**src/rtl/load_use_scoreboard.sv**
```systemverilog
// rtl/load_use_scoreboard.sv - load-use hazard scoreboard for variable-latency loads
module load_use_scoreboard #(
  parameter int NUM_REGS        = 32,
  parameter int REG_AW          = 5,
  parameter int MAX_OUTSTANDING = 4,
  parameter int CNT_W           = 3,
  parameter int BYPASS_DONE     = 1
) (
  input  logic                clock,
  input  logic                reset,
  input  logic                issue_valid,
  input  logic                issue_is_load,
  input  logic [REG_AW-1:0]   issue_rd,
  input  logic [REG_AW-1:0]   issue_rs1,
  input  logic                issue_rs1_used,
  input  logic [REG_AW-1:0]   issue_rs2,
  input  logic                issue_rs2_used,
  input  logic                load_done_valid,
  input  logic [REG_AW-1:0]   load_done_rd,
  output logic                stall,
  output logic [NUM_REGS-1:0] pending_mask,
  output logic [CNT_W-1:0]    pending_count,
  output logic                full,
  output logic                err,
  output logic [31:0]         stall_cycles
);

  localparam logic [CNT_W-1:0] MAX_CNT = CNT_W'(MAX_OUTSTANDING);

  logic                done_byp;
  logic                pend_rs1, pend_rs2, pend_rd;
  logic                raw1, raw2, waw, cap;
  logic                accept_load;
  logic                done_err, done_ok;
  logic [NUM_REGS-1:0] mask_next;
  logic [CNT_W-1:0]    count_next;

  assign full     = (pending_count == MAX_CNT);
  assign done_byp = (BYPASS_DONE != 0) && load_done_valid;

  // A register being written back this cycle no longer blocks when bypass is enabled.
  assign pend_rs1 = pending_mask[issue_rs1] && !(done_byp && load_done_rd == issue_rs1);
  assign pend_rs2 = pending_mask[issue_rs2] && !(done_byp && load_done_rd == issue_rs2);
  assign pend_rd  = pending_mask[issue_rd]  && !(done_byp && load_done_rd == issue_rd);

  assign raw1  = issue_rs1_used && (issue_rs1 != '0) && pend_rs1;
  assign raw2  = issue_rs2_used && (issue_rs2 != '0) && pend_rs2;
  assign waw   = (issue_rd != '0) && pend_rd;
  assign cap   = issue_is_load && full && !done_byp;
  assign stall = issue_valid && (raw1 || raw2 || waw || cap);

  assign accept_load = issue_valid && !stall && issue_is_load;

  assign done_err = load_done_valid &&
                    ((pending_count == '0) ||
                     ((load_done_rd != '0) && !pending_mask[load_done_rd]));
  assign done_ok  = load_done_valid && !done_err;

  // Clear before set so a same-register issue and completion leaves the bit set.
  always_comb begin
    mask_next = pending_mask;
    if (done_ok)
      mask_next[load_done_rd] = 1'b0;
    if (accept_load && issue_rd != '0)
      mask_next[issue_rd] = 1'b1;
    mask_next[0] = 1'b0;
  end

  always_comb begin
    count_next = pending_count;
    if (accept_load && !done_ok && pending_count != MAX_CNT)
      count_next = pending_count + 1'b1;
    else if (!accept_load && done_ok && pending_count != '0)
      count_next = pending_count - 1'b1;
  end

  always_ff @(posedge clock) begin
    if (reset) begin
      pending_mask  <= '0;
      pending_count <= '0;
      err           <= 1'b0;
      stall_cycles  <= '0;
    end else begin
      pending_mask  <= mask_next;
      pending_count <= count_next;
      if (done_err)
        err <= 1'b1;
      if (stall)
        stall_cycles <= stall_cycles + 32'd1;
    end
  end

endmodule

```
**config.mk**
```make
export PLATFORM = sky130hd
export DESIGN_NAME = load_use_scoreboard
export DESIGN_NICKNAME = d
export VERILOG_FILES = /design/src/rtl/load_use_scoreboard.sv
export SDC_FILE = /design/constraint.sdc
export NUM_CORES = 1
export LEC_CHECK = 0
export BUFFER_PORTS_ARGS = -buffer_cell sky130_fd_sc_hd__buf_2
export CORE_MARGIN = 1
export CORE_UTILIZATION = 50
export CTS_CLUSTER_DIAMETER = 100
export DETAILED_ROUTE_END_ITERATION = 8
export GPL_TIMING_DRIVEN = 0
export PLACE_DENSITY = 0.77
export SLEW_MARGIN = 25
export SYNTH_ARGS = -nofsm -noshare
export SYNTH_HDL_FRONTEND = slang
export SYNTH_SLANG_ARGS = --single-unit
```
**constraint.sdc**
```tcl
create_clock -name clock -period 3.9 [get_ports clock]
set_input_delay 0.195 -clock clock [delete_from_list [all_inputs] [get_ports clock]]
set_output_delay 0.195 -clock clock [all_outputs]
set_load 0.005 [all_outputs]
```
Word level (Yosys, flattened, before mapping)
Index checks and enable logic that the tools add are counted.

word-level totals
  bits in registers = 68
  bits of input ports = 27
  output and inout bits = 70
  word-level logic and storage cells = 84

operators by class
  add/sub/neg operators = 3
  $lt $le $gt $ge = 6
  equal/unequal tests = 5
  mux-type cells = 16
  bitwise logic cells = 3
  reduce and logical (&&, ||, !) cells = 46

operators with widths
  kind                                                                    number
  32-bit 2-to-1 mux                                                       2
  32-bit by 1-bit adder with 32-bit output (second input constant)        1
  32-bit AND                                                              1
  32-bit inverter                                                         1
  32-bit OR                                                               1
  1-bit logical AND                                                       26
  5-bit by 6-bit < comparator with 1-bit output (second input constant)   4
  1-bit binary-select mux with 5-bit select                               4
  5-bit nonzero test                                                      4
  5-bit == test                                                           3
  1-bit demux with 5-bit select                                           2
  5-bit by 1-bit >= comparator with 1-bit output (second input constant)  2
  1-bit logical NOT                                                       9
  1-bit 2-to-1 mux                                                        6
  3-bit 2-to-1 mux                                                        2
  1-bit logical OR                                                        4
  3-bit by 1-bit adder with 3-bit output (second input constant)          1
  3-bit == test (second input constant)                                   1
  3-bit logical NOT                                                       1
  3-bit inequality test (second input constant)                           1
  3-bit nonzero test                                                      1
  3-bit by 1-bit subtractor with 3-bit output (second input constant)     1
  2-bit nonzero test                                                      1

Longest topological paths before layout
  depth after elaboration = 17
  mapped depth = 14
  gate-level depth less buffers = 12

Least setup slack after synthesis
Ideal clock, no wire load.

  path type = flip-flop to flip-flop
  start point = register pending_mask[25]
  end point = register pending_count[2]
  arrival = 2.767 ns
  path slack = 1.048 ns
  stages on the path, launching flop included = 13
  clock period less this slack = 2.852 ns
  cell sequence = dfxtp_1 mux2_2 a221o_1 a222oi_1 a31o_2 o211ai_4 nor2_4 nand3_1 fa_1 nor2_1 o21ai_0 o311a_1 a211oi_1

between the ends
  word-level cells in the longest chain between the ends = 15

ends and longest elaborated chain
  what                                                          RTL line  text
  start: declaration                                            21        output logic [NUM_REGS-1:0] pending_mask,
  start signal: assignment                                      84        pending_mask <= mask_next;
  1-bit binary-select mux with 5-bit select (on tied branches)  42, 43
  1-bit 2-to-1 mux (on tied branches)                           42, 43
  1-bit logical AND (on tied branches)                          42, 43
  1-bit logical AND (on tied branches)                          46, 47
  1-bit logical OR (3 in a row)                                 50        assign stall = issue_valid && (raw1 || raw2 || waw || cap);
  1-bit logical AND                                             50
  1-bit logical NOT                                             52        assign accept_load = issue_valid && !stall && issue_is_load;
  1-bit logical AND (2 in a row)                                52
  1-bit logical NOT                                             73        else if (!accept_load && done_ok && pending_count != '0)
  1-bit logical AND (2 in a row)                                73
  2-bit nonzero test (no source line)                           --
  end signal: assignment                                        85        pending_count <= count_next;
  end: declaration                                              22        output logic [CNT_W-1:0] pending_count,

Parallel ways exist; a longest one is shown, timed or not. The select of a mux whose other input is x is not followed.
A chain may end at the register's enable or synchronous reset.

Final worst setup path
  start point = register pending_mask[24]
  end point = register pending_count[2]

The elaborated chain is that of the path after synthesis.

==> run_summary.xml <==
<?xml version="1.0" encoding="UTF-8"?>
<metrics>
  <group name="cts">
    <metric name="cts.path.max_buffers" unit="">2</metric>
    <metric name="cts.reportedPaths.clkPinSlew" unit="ns">0.08</metric>
    <metric name="cts.sinks" unit="">67</metric>
    <metric name="number_of_gates_resized_after_cts" unit="">0</metric>
    <metric name="insertion_delay_of_the_later_clocked_pin_in_the_worst_skew_pair" unit="ns">0.36</metric>
    <metric name="postCtsSetupRepairBufs" unit="">0</metric>
    <metric name="cts_root_buf" unit="">sky130_fd_sc_hd__clkbuf_8</metric>
    <metric name="cts_htree_levels" unit="">3</metric>
    <metric name="postCtsHoldBufs" unit="">0</metric>
    <metric name="cts_made_buffers" unit="">9</metric>
    <metric name="tritoncts" unit="">yes</metric>
  </group>
  <group name="critical_path">
    <metric name="crit_path_cell_count" unit="">12</metric>
    <metric name="timing.rr.start" unit="">pending_mask[24]</metric>
    <metric name="crit_path_cell_trace" unit="">mux2_2 &gt; a221o_1 &gt; a222oi_1 &gt; a31o_2 &gt; o211ai_4 &gt; nor2_4 &gt; nand3_1 &gt; fa_1 &gt; nor2_1 &gt; o21ai_0 &gt; o311a_1 &gt; a211oi_1</metric>
    <metric name="timing.critical_path.to" unit="">pending_count[2]</metric>
    <metric name="worst_setup_path_end_kind" unit="">flip-flop</metric>
    <metric name="count_of_buffer_and_inverter_cells_on_the_critical_path" unit="">0</metric>
    <metric name="critPathMaxFanout" unit="">10</metric>
    <metric name="crit_family" unit="">compound AO/OA/AOI/OAI gates</metric>
    <metric name="worst-endpoint-required" unit="ns">4.18</metric>
    <metric name="critical_path_arrival" unit="ns">3.53</metric>
    <metric name="setup_cp_type" unit="">flip-flop to flip-flop</metric>
    <metric name="worst_setup_path_start_kind" unit="">flip-flop</metric>
    <metric name="reg2reg_setup_slack" unit="ns">0.64</metric>
    <metric name="r2r_worst_path_depth" unit="">12</metric>
    <metric name="max_stage_delay" unit="ns">0.43</metric>
    <metric name="timing.rr.end" unit="">pending_count[2]</metric>
    <metric name="slowest_stage_cell_cp" unit="">sky130_fd_sc_hd__fa_1</metric>
    <metric name="crit_start" unit="">pending_mask[24]</metric>
  </group>
  <group name="yosys">
    <metric name="ys_top_cells_by_area" unit="">sky130_fd_sc_hd__dfxtp_1, sky130_fd_sc_hd__mux4_2, sky130_fd_sc_hd__o21ai_0</metric>
    <metric name="synth.net_count" unit="">549</metric>
    <metric name="ys_types" unit="">68</metric>
    <metric name="ys.flop_type" unit="">sky130_fd_sc_hd__dfxtp_1</metric>
    <metric name="yosysTopAreaCellShare" unit="%">29.4</metric>
    <metric name="number_of_storage_elements_in_the_synthesis_netlist" unit="">67</metric>
    <metric name="largest_area_contributor_in_the_synthesized_netlist" unit="">sky130_fd_sc_hd__dfxtp_1</metric>
    <metric name="syn_inst" unit="">520</metric>
    <metric name="postSynth.asyncResetShare" unit="%">0</metric>
    <metric name="synth_area_per_cell" unit="µm²">8.78</metric>
    <metric name="synth_enable_flop_cells" unit="">0</metric>
    <metric name="ys_seq_area_share" unit="%">29.4</metric>
    <metric name="synthesis.yosys.warnings" unit="">0</metric>
    <metric name="mappedNetlistArea" unit="µm²">4570</metric>
  </group>
  <group name="sta">
    <metric name="share_of_the_cycle_needed_by_the_critical_path_after_routing" unit="%">83.5</metric>
    <metric name="hold-worst-slack" unit="ns">0.220</metric>
    <metric name="finalSetupViolCount" unit="">0</metric>
    <metric name="timing.clock.skew" unit="ns">0.0130</metric>
    <metric name="finalMaxSlewViolations" unit="">0</metric>
    <metric name="hold_violations" unit="">0</metric>
    <metric name="rsz0062_at_grt" unit="">no</metric>
    <metric name="slew_headroom" unit="%">64.0</metric>
    <metric name="timing.setup.tns" unit="ns">0</metric>
    <metric name="maximum_clock_frequency" unit="MHz">307</metric>
    <metric name="max_slew.worst_pin.slew" unit="ns">0.540</metric>
    <metric name="min_period" unit="ns">3.26</metric>
  </group>
  <group name="route">
    <metric name="num_vias" unit="">4823</metric>
    <metric name="antenna_left" unit="">0</metric>
    <metric name="drtPass1Iterations" unit="">5</metric>
    <metric name="post_drt_wl_per_cell" unit="µm">19.7</metric>
    <metric name="routed_wl" unit="µm">14500</metric>
    <metric name="drc" unit="">0</metric>
    <metric name="avgViaCountPerCell" unit="">6.54</metric>
    <metric name="first_iter_violations" unit="">457</metric>
  </group>
  <group name="placed_design">
    <metric name="post-dp-hpwl" unit="µm">10800</metric>
    <metric name="globalplace.congestion" unit="">0.976</metric>
    <metric name="portBuffers" unit="">93</metric>
    <metric name="post_dp_cell_area" unit="µm²">5170</metric>
  </group>
  <group name="floorplanning">
    <metric name="die-area" unit="µm²">9520</metric>
    <metric name="core" unit="µm²">8760</metric>
    <metric name="pin_count" unit="">97</metric>
    <metric name="number_of_core_rows" unit="">34</metric>
    <metric name="die_x" unit="µm">97.6</metric>
    <metric name="initial_utilization" unit="%">52.1</metric>
    <metric name="dieHeight" unit="µm">97.6</metric>
  </group>
  <group name="cells_and_area">
    <metric name="post_route_design_area" unit="µm²">5390</metric>
    <metric name="num_antenna_cells" unit="">0</metric>
    <metric name="fin_nets" unit="">653</metric>
    <metric name="post_route_cells_drive_above_1_share" unit="%">26.4</metric>
    <metric name="final.fill_count" unit="">781</metric>
    <metric name="finalCoreUtilization" unit="%">61.5</metric>
    <metric name="areaGrowthSynthToFinish" unit="%">18.1</metric>
  </group>
  <group name="global_routing">
    <metric name="vias_in_the_first_global_route" unit="">4506</metric>
    <metric name="grt_pass1_wl" unit="µm">23200</metric>
    <metric name="grt_max_degree" unit="">14</metric>
    <metric name="antenna_found_initial" unit="">0</metric>
    <metric name="grtUsageTotal" unit="%">30.7</metric>
    <metric name="grt.overflow.total" unit="">0</metric>
  </group>
  <group name="power_and_ir_drop">
    <metric name="cellPowerDensity" unit="nW/µm²">291</metric>
    <metric name="p_leak" unit="µW">0.00212</metric>
    <metric name="worst_ir_drop_vdd" unit="mV">0.229</metric>
  </group>
  <group name="run">
    <metric name="drv_cap" unit="">0</metric>
  </group>
  <group name="status">
    <metric name="run_status" unit="">finished, final reports clean</metric>
  </group>
  <group name="worst_hold_path">
    <metric name="worst_hold_path_type" unit="">primary input to flip-flop</metric>
  </group>
</metrics>
registers in the layout, summed over array words and instances, names as in the netlist:
signal,flops
pending_mask,31
err,1
stall_cycles,32
pending_count,3
metal layers:
metal  GRT usage (%)  share of wire (%)  up-vias
met4            12.4                2.7        0
li1                -                  -     2211
met5               0                  0        -
met1            42.2                 42     2295
met3            7.27                 10       39
met2            46.3                 45      278
Yosys cell counts, types with 9 or more instances:
cell type,count
sky130_fd_sc_hd__a21oi_1,25
sky130_fd_sc_hd__and3_1,9
sky130_fd_sc_hd__buf_2,13
sky130_fd_sc_hd__clkbuf_1,13
sky130_fd_sc_hd__dfxtp_1,67
sky130_fd_sc_hd__inv_1,10
sky130_fd_sc_hd__mux2i_1,23
sky130_fd_sc_hd__mux4_2,17
sky130_fd_sc_hd__nand2_1,25
sky130_fd_sc_hd__nand3_1,27
sky130_fd_sc_hd__nand3b_1,11
sky130_fd_sc_hd__nor2_1,28
sky130_fd_sc_hd__nor2b_1,14
sky130_fd_sc_hd__o211ai_1,29
sky130_fd_sc_hd__o21ai_0,49
sky130_fd_sc_hd__o21ai_1,9
sky130_fd_sc_hd__or3_1,21
sky130_fd_sc_hd__xor2_1,16
cell families after synthesis:
| logic type | after synthesis | share of synthesized area (%) |
|---|---|---|
| AO/OA/AOI/OAI | 158 | 22.8 |
| XOR/XNOR | 20 | 3.84 |
| adder cells (fa/ha/maj) | 2 | 0.712 |
| buffers and inverters | 46 | 5.07 |
| flip-flops | 67 | 29.4 |
| multiplexers | 50 | 16.5 |
| other | 1 | 0.0821 |
| AND/OR/NAND/NOR | 176 | 21.6 |
worst min-delay path by stage:
stage                                from   to  slack (ns)  depth (start not counted)
after floorplan           load_done_valid  err        0.33                          2
after global placement                err  err        0.46                          2
after detailed placement              err  err        0.46                          2
after CTS                 load_done_valid  err        0.22                          3
after global routing      load_done_valid  err        0.24                          3
final                     load_done_valid  err        0.22                          3
cell type report:
class	count	area [µm²]	share of cell area [%]
plain buffers	35	190	3.53
clock buffers	9	124	2.30
clock inverters	7	101	1.88
inverters	11	41.3	0.766
multi-input cells	407	2990	55.5
flip-flops and latches	67	1340	24.9
well taps	108	135	2.51
repair buffers	93	465	8.63
where the power goes:
part / switching, µW / internal, µW
Clock: 300 / 365
Combinational: 125 / 81.1
Sequential: 9.33 / 690
worst register-to-register path: cells and delay by family, from the launching register on:
family,cells,cell delay [ns]
AOI/OAI and AO/OA,7,1.60
adders and majority gates,1,0.43
DFF,1,0.39
muxes,1,0.29
and+or+nand+nor,3,0.47
cells in the final DEF, fill, tap and decap left out, types with 3 or more instances in the layout:
cell and count:
sky130_fd_sc_hd__mux2_2 7, sky130_fd_sc_hd__mux4_2 17, sky130_fd_sc_hd__or4_1 5, sky130_fd_sc_hd__buf_6 3
sky130_fd_sc_hd__clkbuf_1 13, sky130_fd_sc_hd__or3_1 21, sky130_fd_sc_hd__o21a_1 3, sky130_fd_sc_hd__nor2b_1 14
sky130_fd_sc_hd__nand2_1 25, sky130_fd_sc_hd__nand4_1 5, sky130_fd_sc_hd__a31oi_1 3, sky130_fd_sc_hd__nor3_1 4
sky130_fd_sc_hd__nor2_1 28, sky130_fd_sc_hd__o31a_1 3, sky130_fd_sc_hd__and4_1 3, sky130_fd_sc_hd__o21ai_1 9
sky130_fd_sc_hd__buf_4 5, sky130_fd_sc_hd__nand3b_1 11, sky130_fd_sc_hd__nand3_1 27, sky130_fd_sc_hd__a211oi_1 4
sky130_fd_sc_hd__o21ai_0 49, sky130_fd_sc_hd__and3_1 9, sky130_fd_sc_hd__xnor2_1 4, sky130_fd_sc_hd__o22ai_1 5
sky130_fd_sc_hd__a21oi_1 25, sky130_fd_sc_hd__xor2_1 16, sky130_fd_sc_hd__clkbuf_8 9, sky130_fd_sc_hd__o31ai_1 5
sky130_fd_sc_hd__buf_2 106, sky130_fd_sc_hd__o211ai_1 29, sky130_fd_sc_hd__dfxtp_1 67, sky130_fd_sc_hd__mux2i_1 23
sky130_fd_sc_hd__a221o_1 3, sky130_fd_sc_hd__nand2b_1 3, sky130_fd_sc_hd__inv_1 10, sky130_fd_sc_hd__nor4_1 7
stage by stage:
step           power (µW)  std cells  worst slack (ns)
2_1_floorplan         849        520              1.05
3_3_place_gp          912        721             0.777
3_5_place_dp          917        721             0.732
4_1_cts              1570        737             0.678
5_1_grt              1630        737             0.489
6_report             1570        737             0.644
Power figures use the tool's default switching activity.
